### src/rtl/i2s_rx_ctrl.sv
// I2S receiver controller: aligns to word select, deserialises left/right words
// and presents them as a ready/valid pair. Optional I2S_RX_OVERRUN_FLAG_EN adds a sticky overrun flag.
module i2s_rx_ctrl #(
    parameter int DATA_WIDTH = 16
) (
    input  logic                  clk_i,
    input  logic                  rst_i,
    input  logic                  enable_i,
    input  logic                  sck_posedge_i,
    input  logic                  ws_i,
    input  logic                  sd_i,
    input  logic                  ready_i,
    output logic [DATA_WIDTH-1:0] left_o,
    output logic [DATA_WIDTH-1:0] right_o,
    output logic                  valid_o
`ifdef I2S_RX_OVERRUN_FLAG_EN
    ,
    output logic                  overrun_o
`endif
);

    // state | meaning
    // IDLE  | receiver disabled
    // SYNC  | waiting for first WS 1->0 change to align on a frame
    // LEFT  | collecting left word
    // RIGHT | collecting right word; pair commits on next WS 1->0
    typedef enum logic [1:0] {IDLE, SYNC, LEFT, RIGHT} state_t;

    localparam int CW = $clog2(DATA_WIDTH + 1);
    localparam logic [CW-1:0]         CNT_MAX = CW'(DATA_WIDTH);
    localparam logic [DATA_WIDTH-1:0] MSB_ONE = {1'b1, {(DATA_WIDTH-1){1'b0}}};

    state_t                state_q, state_d;
    logic                  ws_q, first_q;
    logic [CW-1:0]         cnt_q, cnt_d;
    logic [DATA_WIDTH-1:0] sr_q, sr_d, left_hold_q, left_hold_d, word_fin;
    logic                  ws_change, ws_rise, ws_fall, commit, handshake;

    assign ws_change = sck_posedge_i && !first_q && (ws_i != ws_q);
    assign ws_rise   = ws_change && ws_i;
    assign ws_fall   = ws_change && !ws_i;
    assign handshake = valid_o && ready_i;

    // Bit lands MSB-first at position cnt; once cnt saturates the mask is zero, dropping extra bits.
    assign word_fin = sd_i ? (sr_q | (MSB_ONE >> cnt_q)) : sr_q;

    always_comb begin
        state_d     = state_q;
        cnt_d       = cnt_q;
        sr_d        = sr_q;
        left_hold_d = left_hold_q;
        commit      = 1'b0;
        case (state_q)
            IDLE: begin
                if (enable_i) state_d = SYNC;
            end
            SYNC: begin
                if (ws_fall) begin
                    state_d = LEFT;
                    cnt_d   = '0;
                    sr_d    = '0;
                end
            end
            LEFT: begin
                if (ws_rise) begin
                    state_d     = RIGHT;
                    left_hold_d = word_fin;
                    cnt_d       = '0;
                    sr_d        = '0;
                end else if (sck_posedge_i) begin
                    sr_d = word_fin;
                    if (cnt_q != CNT_MAX) cnt_d = cnt_q + 1'b1;
                end
            end
            RIGHT: begin
                if (ws_fall) begin
                    state_d = LEFT;
                    commit  = 1'b1;
                    cnt_d   = '0;
                    sr_d    = '0;
                end else if (sck_posedge_i) begin
                    sr_d = word_fin;
                    if (cnt_q != CNT_MAX) cnt_d = cnt_q + 1'b1;
                end
            end
            default: state_d = IDLE;
        endcase
        if (!enable_i) begin
            state_d = IDLE;
            cnt_d   = '0;
            sr_d    = '0;
            commit  = 1'b0;
        end
    end

    always_ff @(posedge clk_i or negedge rst_i) begin
        if (!rst_i) begin
            state_q     <= IDLE;
            ws_q        <= 1'b0;
            first_q     <= 1'b1;
            cnt_q       <= '0;
            sr_q        <= '0;
            left_hold_q <= '0;
        end else begin
            state_q     <= state_d;
            cnt_q       <= cnt_d;
            sr_q        <= sr_d;
            left_hold_q <= left_hold_d;
            if (sck_posedge_i) begin
                ws_q    <= ws_i;
                first_q <= 1'b0;
            end
        end
    end

    always_ff @(posedge clk_i or negedge rst_i) begin
        if (!rst_i) begin
            left_o  <= '0;
            right_o <= '0;
            valid_o <= 1'b0;
`ifdef I2S_RX_OVERRUN_FLAG_EN
            overrun_o <= 1'b0;
`endif
        end else begin
`ifdef I2S_RX_OVERRUN_FLAG_EN
            // A pair that arrives while the previous one is still unaccepted is dropped.
            if (commit && (!valid_o || ready_i)) begin
                left_o  <= left_hold_q;
                right_o <= word_fin;
                valid_o <= 1'b1;
            end else begin
                if (commit) overrun_o <= 1'b1;
                if (handshake) valid_o <= 1'b0;
            end
            if (!enable_i) overrun_o <= 1'b0;
`else
            if (commit) begin
                left_o  <= left_hold_q;
                right_o <= word_fin;
                valid_o <= 1'b1;
            end else if (handshake) begin
                valid_o <= 1'b0;
            end
`endif
        end
    end

endmodule

### config.mk
export PLATFORM = sky130hd
export DESIGN_NAME = i2s_rx_ctrl
export DESIGN_NICKNAME = d
export VERILOG_FILES = /design/src/rtl/i2s_rx_ctrl.sv
export SDC_FILE = /design/constraint.sdc
export NUM_CORES = 1
export LEC_CHECK = 0
export CAP_MARGIN = 25
export CORE_MARGIN = 2
export CORE_UTILIZATION = 40
export CTS_CLUSTER_SIZE = 16
export DETAILED_ROUTE_END_ITERATION = 8
export DONT_BUFFER_PORTS = 1
export GPL_ROUTABILITY_DRIVEN = 0
export PLACE_DENSITY_LB_ADDON = 0.25
export SLEW_MARGIN = 0
export SYNTH_ARGS = -nofsm -noshare
export SYNTH_HDL_FRONTEND = slang
export SYNTH_SLANG_ARGS = --single-unit
### constraint.sdc
create_clock -name clk_i -period 3.55 [get_ports clk_i]
set_input_delay 1.065 -clock clk_i [delete_from_list [all_inputs] [get_ports clk_i]]
set_output_delay 1.065 -clock clk_i [all_outputs]
set_load 0.005 [all_outputs]
Word level (Yosys, flattened, before mapping) --
Cells that the tools add are included.
Word-level totals: flip-flop bits (word level) 74, logic and storage cells 57, output and inout port bits 33
Cells by class: add/subtract/negate cells 1, eq/ne operators 9, muxes and demuxes 23, reduce and logical (&&, ||, !) cells 13, shift operators 1, bitwise operators 1
Operator list (count):
- $mux 16 | 6
- $pmux 16 s3 | 1
- $mux 5 | 6
- $or 16x16->16 | 1
- $shr 16x5->16 const A | 1
- $pmux 5 s3 | 1
- $mux 2 | 3
- $ne 3x3->1 const B | 2
- $pmux 2 s3 | 1
- $reduce_and 2->1 | 3
- $add 5x1->5 const B | 1
- $logic_and 1x1->1 | 5
- $mux 1 | 5
- $ne 5x5->1 const B | 1
- $eq 2x2->1 const B | 2
- $ne 4x1->1 const B | 1
- $ne 3x2->1 const B | 1
- $eq 2x1->1 const B | 1
- $logic_not 1->1 | 2
- $logic_not 2->1 | 1
- $reduce_bool 2->1 | 1
- $reduce_or 2->1 | 1
- $ne 1x1->1 | 1

Depth between registers and ports, before layout --
Gate-level depths: netlist of the first run.
depth after elaboration 8, mapped depth 7, mapped depth without buffers 6

Least setup slack after synthesis of the first run --
OpenSTA, ideal clock, no wires.
path type input to register, from input sck_posedge_i, to register left_o[10], data required time 3.425 ns, path slack 1.262 ns, buffers on the path 3, stages on the path 6, arrival 2.162 ns, path through buf_4 > nor2b_1 > and4_1 > buf_2 > buf_6 > mux2_4
Between the ends: longest elaborated chain between the ends 6
Ends and longest elaborated chain:
- start: declaration | line 9 | input logic sck_posedge_i,
- $logic_and 1x1->1 (2 in series) | line 39 | assign ws_change = sck_posedge_i && !first_q && (ws_i != ws_q);
- $logic_and 1x1->1 | line 41 | assign ws_fall = ws_change && !ws_i;
- $mux 1 | line 76 | if (ws_fall) begin
- $mux 1 | line 53 | case (state_q)
- $mux 1 | line 88 | if (!enable_i) begin
- end signal: assignment | line 138 | left_o <= left_hold_q;
- end: declaration | line 13 | output logic [DATA_WIDTH-1:0] left_o,
No other way between the ends. A chain may end at the register's enable or synchronous reset.

Final worst setup path of the first run --
from input sck_posedge_i, to register right_o[6]
Between the ends: longest elaborated chain between the ends 6
Ends and longest elaborated chain:
- $logic_and 1x1->1 (2 in series) | line 39
- $logic_and 1x1->1 | line 41
- $mux 1 | line 76
- $mux 1 | line 53
- $mux 1 | line 88
- end signal: assignment | line 139 | right_o <= word_fin;
- end: declaration | line 14 | output logic [DATA_WIDTH-1:0] right_o,
No other way between the ends.

==> impl_results.md, run 1 <==
* Run status: complete, no violations
* Final WS setup at 1.26 ns
* Setup CP Type: in -> reg
* Pwr/cell area at 448 nW/um2
* Largest net degree at the start of global routing at 75
* Max Cap Viol at 0
* Chip Width at 93.5 um
* Register area share after synthesis at between 50 and 60%
* Period Utilization, post-route at 64.5%
* Vias at around 2000
* CTS tree: done
* Clock Tree Buf Depth at 2
* Slew headroom at around two fifths
* Synth Cell Area at between 3000 and 4000 um2
* Sequential Power Share at between 50% and 60%
* Layout cells sized above 1 at between 15 and 20%
* Int Pwr at 0.00115 W
* Total clock sinks at 74
* Global-route wire length before repair at roughly 10000 um
* Final Hold Fails at 0
* Skew-Pair Late Insertion Delay at between 0.3 and 0.4 ns
* Overflow after GRT at 0
* Antenna cells at 0
* Synthesized instance count at 284
* Final setup vio count at 0
* Gate power share at 4.4%
* Hold-fix buffers, CTS at 0
* Die Ht at 93.5 um
* Drt wl/cell at roughly 15 um
* Final WL at around 6000 um
* Clock Power Share at between 30% and 40%
* Post_cts resized at 0
* Worst-path clk slew at ~0.08 ns
* IO buf count at 0
* Distinct cell type count of the synthesized netlist at 39
* Critical Path Start Type: primary input
* Core Util, Final at between 40 and 50%
* First DRT Iteration DRCs at roughly 160
* Die area at 8740 um2
* Setup TNS at 0 ns
* Placement Setup Slack at 0.882 ns
* Final slew viol count at 0
* Mapped Nets at just under 300
* Main synth FF type: dfrtp_1
* Clock tree root driver cell: clkbuf_8
* Number of enable flip-flop cells after synthesis at 0
* Total Routing Usage GR at between 10% and 20%
* Hold Path Class: in -> async
* Worst Tran Pin Value at ~0.89 ns
* Ys Warns at 0
* Initial Util at between 40% and 50%
* CP Max Fanout at 30
* Core area at about 7700 um2
* Leakage power at approximately 1.6 nW
* Residual DRC count at 0
* Antenna Nets Post-Route at 0
* Initial antenna violation count at 0
* Synthesis-to-layout area growth at 5.86%
* Setup bufs post-CTS at 0
* Max Fclk at approximately 440 MHz
* Standard-cell row count at 32
* CTS Buf Count at 9
* Pre-antenna DRT Iters at 4
* H-tree Lvls at 3
* I/O pin total at 40
* Net switching power at 0.000372 W
* Nets at ~300
* Unrepaired setup endpoints after global routing: no
* Sw Share at between 20% and 30%
* Clk_skew at between 0.01 and 0.015 ns
* Placed wire-length estimate at 3970 um
* Avg Inst Size Synth at around 11 um2
* Yosys reg bits at 74
* Critical Path End Type: register
* Post-layout min period at about 2.3 ns
* Vias per std cell at between 5 and 6
* WP data arrival at ~2.6 ns
* Worst EP required at approximately 3.8 ns
* Synth async-reset ratio at 100%
* Worst IR drop on VDD at roughly 0.13 mV
* Number of global-route vias before repair at 1934
sequential cells by signal (all words and copies together) (netlist names), 2 cells and up:
signal,count
state_q,2
left_o,16
right_o,16
left_hold_q,16
cnt_q,5
sr_q,16
placed cells by master (no fill, tap or decap), types with 6 or more instances in the layout:
cell type  synthesis  final
a21oi_1           33     33
nor3_1            12     12
mux2_4            16     16
a31oi_1            8      8
dfrtp_1           73     73
inv_1              8      8
nor2_1            35     35
nand2_1           21     21
o21ai_1           11     11
clkbuf_8           0      9
ha_1               6      6
path summary, 6_finish.rpt:
path | slack, ns | from | cells after the start | endpoint
worst max-delay path | 1.26 | sck_posedge_i | 5 | right_o[6]
worst min-delay path | 0.41 | rst_i | 0 | right_o[9]
worst max register to register | 1.55 | ws_q | 5 | right_o[6]
worst min register to register | 0.48 | left_hold_q[3] | 2 | left_hold_q[3]
max in group asynchronous | 2.92 | rst_i | 0 | first_q
min in group clk_i | 0.48 | left_hold_q[3] | 2 | left_hold_q[3]
metrics by stage:
stage	power, W	hold slack (ns)	instances	instance area, um2
after floorplan	0.000961	0.451	284	3200
after global placement	0.000974	0.465	373	3230
after detailed placement	0.000977	0.469	373	3230
after CTS	0.00155	0.388	389	3390
after global routing	0.00159	0.382	389	3390
final	0.00152	0.413	389	3390
metal layers:
| metal | routed length, um | global-route usage, % |
|---|---|---|
| met1 | 3020 | 21.6 |
| met2 | 2590 | 20.4 |
| met3 | 303 | 5.00 |
| met4 | 63 | 6.25 |
| met5 | 0 | 0 |
power by group through the flow:
stage,Sequential [W],Combinational [W],Clock [W]
2_1_floorplan,0.000902,0.0000592,0
3_3_place_gp,0.000909,0.0000653,0
3_5_place_dp,0.000909,0.0000673,0
4_1_cts,0.000893,0.0000676,0.000585
5_1_grt,0.000896,0.0000773,0.000622
6_report,0.000892,0.0000669,0.000561
logic make-up (layout without fill, tap and decap cells):
family	Yosys count	after routing	share of synthesized area [%]
AOI/OAI and AO/OA	66	66	11.9
xor gates and xnor gates	1	1	0.273
adders and majority gates	6	6	2.34
buffers and inverters	25	28	5.00
DFF	74	74	57.9
muxes	17	17	7.85
and+or+nand+nor	95	95	14.8
synthesized netlist by cell type, types with 5 or more instances:
library cell	number	area (um2)
ha_1	6	75.1
o21ai_1	11	55.1
nor2_1	35	131
dfrtp_1	73	1830
a31oi_1	8	50.1
mux2_4	16	240
nor3_1	12	60.1
nand2b_1	5	31.3
o21ai_2	5	43.8
inv_1	8	30.0
a21oi_1	33	165
nand2_1	21	78.8
buf_6	7	78.8
critical path: stages:
cell	delay (ns)
nor2b_1	0.20
and4_2	0.83
buf_4	0.29
nor2_1	0.05
a21oi_1	0.11
area by class of cell:
cell class,count,area [um2]
timing repair buffer,3,22.5
clock buffer,11,131
fill,740,4340
clock inverter,5,31.3
multi-input combinational,185,1190
inverter,9,33.8
sequential,74,1850
tap,102,128
Note: power is estimated with default switching activity, not from simulation.
==> run 2: changes to the inputs <==
clock period = 2.25 ns   (was 3.55 ns; I/O delays follow)
==> run 2 against run 1 <==
  * Sequential power increased by 58%
  * Global-route usage increased by 0.82 points
  * Setup slack got worse by 0.65 ns
  * Core utilization increased by 2.2 points
  * Highest routed layer unchanged
==> impl_results.md, run 2 (synthesis results as in run 1) <==
* Run status: complete, no violations (unchanged)
* Largest net degree at the start of global routing at 51 (was 75)
* Residual DRC count at 0 (unchanged)
* Number of global-route vias before repair at 2018 (was 1934)
* Critical Path End Type: register (unchanged)
* Leakage power at 1.63 nW (was 1.56 nW)
* Core area at 7730 um2 (unchanged)
* Pwr/cell area at 784 nW/um2 (was 448 nW/um2)
* Final slew viol count at 0 (unchanged)
* Buffers & Inverters on Critical Path at 0 (was 1)
* IO buf count at 0 (unchanged)
* Pre-antenna DRT Iters at 4 (unchanged)
* Skew-Pair Late Insertion Delay at 0.34 ns (about the same)
* Clk_skew at 0.0107 ns (was 0.0115 ns)
* Setup TNS at 0 ns (unchanged)
* Post-layout min period at around 1.6 ns
* Nets at 302 (was 295)
* Hold Path Class: in -> async (unchanged)
* Total clock sinks at 74 (unchanged)
* Antenna cells at 0 (unchanged)
* Standard-cell row count at 32 (unchanged)
* Worst path cell trace: nor4bb_1 > a21oi_1 > nor3_1 (was nor2b_1 > and4_2 > buf_4 > nor2_1 > a21oi_1)
* RR Startpoint: cnt_q[4] (was ws_q)
* Critical Path Start Type: register (was primary input)
* Die Ht at 93.5 um (unchanged)
* WP data arrival at 1.90 ns (was 2.55 ns)
* Non-filler cells, final at 395 (was 389)
* Worst path slowest cell: nor4bb_1 (was and4_2)
* Worst R2R End: sr_q[10] (was right_o[6])
* Final setup vio count at 0 (unchanged)
* Slew headroom at 45.5% (was 40.5%)
* Worst-path clk slew at 0.08 ns (about the same)
* Family with the most delay on the worst path: simple AND/OR/NAND/NOR gates (unchanged)
* First DRT Iteration DRCs at 154 (was 158)
* Setup bufs post-CTS at 0 (unchanged)
* Vias per std cell at 5.16 (was 5.13)
* Vias at 2040 (was 1994)
* H-tree Lvls at 3 (unchanged)
* Synthesis-to-layout area growth at 11.1% (was 5.86%)
* Critical Path Max Stage Delay at 0.59 ns (was 0.83 ns)
* I/O pin total at 40 (unchanged)
* Overflow after GRT at 0 (unchanged)
* Final Hold Fails at 0 (unchanged)
* CTS Buf Count at 9 (unchanged)
* Layout cells sized above 1 at 17.1% (was 15.7%)
* Chip Width at 93.5 um (unchanged)
* Worst EP required at 2.51 ns (was 3.82 ns)
* Final WL at 6220 um (was 5980 um)
* Worst Tran Pin Value at 0.815 ns (was 0.886 ns)
* Worst IR drop on VDD at 0.403 mV (was 0.134 mV)
* Max Fclk at about 610 MHz
* Drt wl/cell at 15.7 um (was 15.4 um)
* Unrepaired setup endpoints after global routing: no (unchanged)
* Period Utilization, post-route at ~73%
* Setup CP Type: reg -> reg (was in -> reg)
* CTS tree: done (unchanged)
* Global-route wire length before repair at 10500 um (was 10000 um)
* Initial antenna violation count at 0 (unchanged)
* Most frequent cells in the layout: dfrtp_1 (73), nor2_1 (35), a21oi_1 (33), nand2_1 (21), mux2_4 (16) (unchanged)
* CP Max Fanout at 10 (was 30)
* Initial Util at 41.5% (unchanged)
* Total Routing Usage GR at 15.8% (was 15.0%)
* Max Cap Viol at 0 (unchanged)
* R2r setup slk at 0.61 ns (was 1.55 ns)
* Die area at 8740 um2 (unchanged)
* Antenna Nets Post-Route at 0 (unchanged)
* Most common cell after layout, fill and taps aside: dfrtp_1 (unchanged)
* Clock tree root driver cell: clkbuf_8 (unchanged)
* Depth of the worst register-to-register path at 3 (was 5)
* Clock Tree Buf Depth at 2 (unchanged)
* Cells after DPL at 376 (was 373)
* Stages on the worst setup path at 3 (was 5)
* Placed wire-length estimate at 3970 um (about the same)
==> run 2: cell types whose count changed in the layout (fill, tap and decap cells not counted) <==
cell	before	now
clkbuf_1	2	0
bufinv_16	0	3
buf_12	0	1
inv_6	0	1
clkinv_2	3	0
dlygate4sd3_1	0	3
buf_4	3	5
buf_16	0	1
==> run 2: layout make-up <==
type	instances	area [um2]
clock inverter	6	115
multi-input combinational	185	1190
timing repair buffer	10	115
sequential	74	1850
fill	719	4170
tap	102	128
clock buffer	9	124
inverter	9	33.8
==> run 2: worst reg2reg max path, stage by stage (launching register included) <==
cell and delay, ns:
dfrtp_1 0.49, nor4bb_1 0.59, a21oi_1 0.25, nor3_1 0.23
==> run 2: report_power, final <==
group	switching [W]	total, W	leakage, nW	internal, W
clock network	0.000505	0.00124	0.116	0.000736
registers	0.0000366	0.00141	1.02	0.00137
logic	0.0000904	0.000143	0.495	0.0000526
==> run 2: routing by layer <==
layer	GRT usage, %	wire [um]	up-vias
met1	21.2	3040	1007
met2	23.5	2820	39
li1	-	-	992
met5	0	0	-
met4	5.51	46	0
met3	5.96	321	2
==> run 2: per-stage QoR <==
step	power [W]	setup slack, ns	cell area [um2]	util [%]	hold slack [ns]
4_1_cts	0.00281	0.620	3520	45.6	0.00102
2_1_floorplan	0.00152	0.352	3200	-	0.379
3_5_place_dp	0.00155	0.354	3260	42.2	0.384
3_3_place_gp	0.00154	0.370	3260	42.2	0.384
6_report	0.00279	0.609	3560	46.1	0.157
5_1_grt	0.00291	0.523	3560	46.1	0.147
==> run 2: repair_timing <==
item	CTS	global route
endpoints found under the hold margin	17	38
hold buffers	2	2
gates resized for setup	0	0
==> run 2: how the worst max path moves through the flow <==
stage	startpoint	end	slack (ns)
2_1_floorplan	sck_posedge_i	left_o[10]	0.35
3_3_place_gp	sck_posedge_i	left_o[7]	0.37
3_5_place_dp	sck_posedge_i	left_o[2]	0.35
4_1_cts	ws_q	left_o[9]	0.62
5_1_grt	cnt_q[4]	sr_q[10]	0.52
6_report	cnt_q[4]	sr_q[10]	0.61
==> run 3: changes to the inputs <==
clock period = 1.65 ns   (was 2.25 ns; I/O delays follow)
==> run 3 against run 2 <==
  * The flow now finishes with violations (hold timing)
  * Final cell count up 1.3%
  * First-iteration DRC count is 16% lower
  * Clock skew down 0.0015 ns
  * Largest cell class unchanged
  * Largest power group unchanged
==> impl_results.md, run 3 (synthesis results as in run 1) <==
* Pre-antenna DRT Iters at 4 (unchanged)
* Hold WS at -0.159 ns (was 0.157 ns)
* Worst path slowest cell: or4_4 (was nor4bb_1)
* CTS Buf Count at 9 (unchanged)
* Worst Tran Pin Value at 0.456 ns (was 0.815 ns)
* I/O pin total at 40 (unchanged)
* Placement Setup Slack at -0.00376 ns (was 0.354 ns)
* Die area at 8740 um2 (unchanged)
* Core area at 7730 um2 (unchanged)
* Overflow after GRT at 0 (unchanged)
* R2r setup slk at 0.11 ns (was 0.61 ns)
* Run status: finished with violations (was complete, no violations)
* Depth of the worst register-to-register path at 4 (was 3)
* Initial Util at 41.5% (unchanged)
* Final Hold Fails at 74 (was 0)
* Clock Tree Buf Depth at 2 (unchanged)
* Worst-path clk slew at 0.07 ns (was 0.08 ns)
* Worst path cell trace: nand2b_1 > or4_4 > nand3_4 > o22ai_2 (was nor4bb_1 > a21oi_1 > nor3_1)
* Critical Path Max Stage Delay at 0.47 ns (was 0.59 ns)
* Largest net degree at the start of global routing at 75 (was 51)
* Number of global-route vias before repair at 1945 (was 2018)
* CTS tree: done (unchanged)
* Final slew viol count at 0 (unchanged)
* Most common cell after layout, fill and taps aside: dfrtp_1 (unchanged)
* Worst IR drop on VDD at 0.536 mV (was 0.403 mV)
* Pwr/cell area at 1060 nW/um2 (was 784 nW/um2)
* Synthesis-to-layout area growth at 12.6% (was 11.1%)
* Most frequent cells in the layout: dfrtp_1 (72), nor2_1 (35), a21oi_1 (33), nand2_1 (21), mux2_4 (16) (was dfrtp_1 (73), nor2_1 (35), a21oi_1 (33), nand2_1 (21), mux2_4 (16))
* Critical Path Start Type: register (unchanged)
* Dpl cell area at 3340 um2 (was 3260 um2)
* Final setup vio count at 0 (unchanged)
* Residual DRC count at 0 (unchanged)
* Antenna cells at 0 (unchanged)
* Worst EP required at 1.87 ns (was 2.51 ns)
* Family with the most delay on the worst path: simple AND/OR/NAND/NOR gates (unchanged)
* Placed wire-length estimate at 4030 um (was 3970 um)
* Buffers & Inverters on Critical Path at 0 (unchanged)
* Final WS setup at 0.105 ns (was 0.609 ns)
* Nets at 306 (was 302)
* Layout cells sized above 1 at 20.8% (was 17.1%)
* CP Max Fanout at 21 (was 10)
* Global-route wire length before repair at 10200 um (was 10500 um)
* Unrepaired setup endpoints after global routing: no (unchanged)
* Drt wl/cell at 14.9 um (was 15.7 um)
* Fin area at 3610 um2 (was 3560 um2)
* Period Utilization, post-route at 93.6% (was 72.9%)
* Setup CP Type: reg -> reg (unchanged)
* Skew-Pair Late Insertion Delay at 0.35 ns (was 0.34 ns)
* Post-layout min period at 1.54 ns (was 1.64 ns)
* H-tree Lvls at 3 (unchanged)
* Total Routing Usage GR at 15.3% (was 15.8%)
* RR Startpoint: state_q[0] (was cnt_q[4])
* Slew headroom at 69.4% (was 45.5%)
* Critical Path End Type: register (unchanged)
* WP data arrival at 1.77 ns (was 1.90 ns)
* Initial antenna violation count at 0 (unchanged)
* Chip Width at 93.5 um (unchanged)
* Hold Path Class: in -> async (unchanged)
* First DRT Iteration DRCs at 130 (was 154)
* Filler Cells Inserted at 688 (was 719)
* Max Cap Viol at 0 (unchanged)
* Clk_skew at 0.00919 ns (was 0.0107 ns)
* Max Fclk at 647 MHz (was 609 MHz)
* Violated checks: hold timing
* Die Ht at 93.5 um (unchanged)
* Vias per std cell at 5.08 (was 5.16)
* Standard-cell row count at 32 (unchanged)
* Worst R2R End: cnt_q[3] (was sr_q[10])
* Antenna Nets Post-Route at 0 (unchanged)
* Clock tree root driver cell: clkbuf_8 (unchanged)
* Vias at 2032 (was 2040)
* IO buf count at 0 (unchanged)
* Leakage power at 1.66 nW (was 1.63 nW)
* Final WL at 5940 um (was 6220 um)
* Total clock sinks at 74 (unchanged)
[run 3: how the worst max path moves through the flow]
stage	from	end	slack [ns]	depth (start not counted)
after floorplan	sck_posedge_i	left_o[10]	-0.01	6
after global placement	ws_i	left_o[6]	0.03	4
after detailed placement	ws_i	right_o[6]	-0.004	6
after CTS	ws_q	right_o[6]	0.05	6
after global routing	cnt_q[1]	right_o[12]	0.0003	5
final	state_q[0]	cnt_q[3]	0.11	4
[run 3: what timing repair did]
item,4_1_cts,5_1_grt
setup endpoints to repair,0,16
resized for setup,0,3
hold endpoints to repair,74,74
buffers inserted,0,1
[run 3: final cells by class]
| type | instances | area [um2] | area share [%] |
|---|---|---|---|
| clock inverter | 6 | 114 | 3.16 |
| multi-input combinational | 185 | 1210 | 33.4 |
| sequential | 74 | 1850 | 51.4 |
| tap | 102 | 128 | 3.54 |
| clock buffer | 10 | 138 | 3.82 |
| timing repair buffer | 14 | 134 | 3.71 |
| inverter | 9 | 33.8 | 0.937 |
[run 3: through the flow]
step,power [W],util (%),instances,hold WS (ns),TNS (ns)
final,0.00381,46.7,400,-0.159,0
after global routing,0.00397,46.7,400,-0.193,0
after CTS,0.00385,46.5,399,-0.183,0
after detailed placement,0.00212,43.2,383,0.204,-0.00376
after global placement,0.00211,43.2,383,0.204,0
after floorplan,0.00207,-,284,0.199,-0.112
[run 3: routing by layer]
| layer | up-vias | track usage (%) | wire length (um) |
|---|---|---|---|
| li1 | 999 | - | - |
| met1 | 977 | 21.7 | 2920 |
| met2 | 47 | 20.8 | 2570 |
| met3 | 9 | 5.56 | 368 |
| met4 | 0 | 6.99 | 85 |
| met5 | - | 0 | 0 |
[run 3: report_power, final]
group          total, W  internal, W  switching [W]
sequential      0.00192      0.00187      0.0000496
combinational  0.000160    0.0000712      0.0000892
clock           0.00173      0.00105       0.000678
total           0.00381      0.00299       0.000817
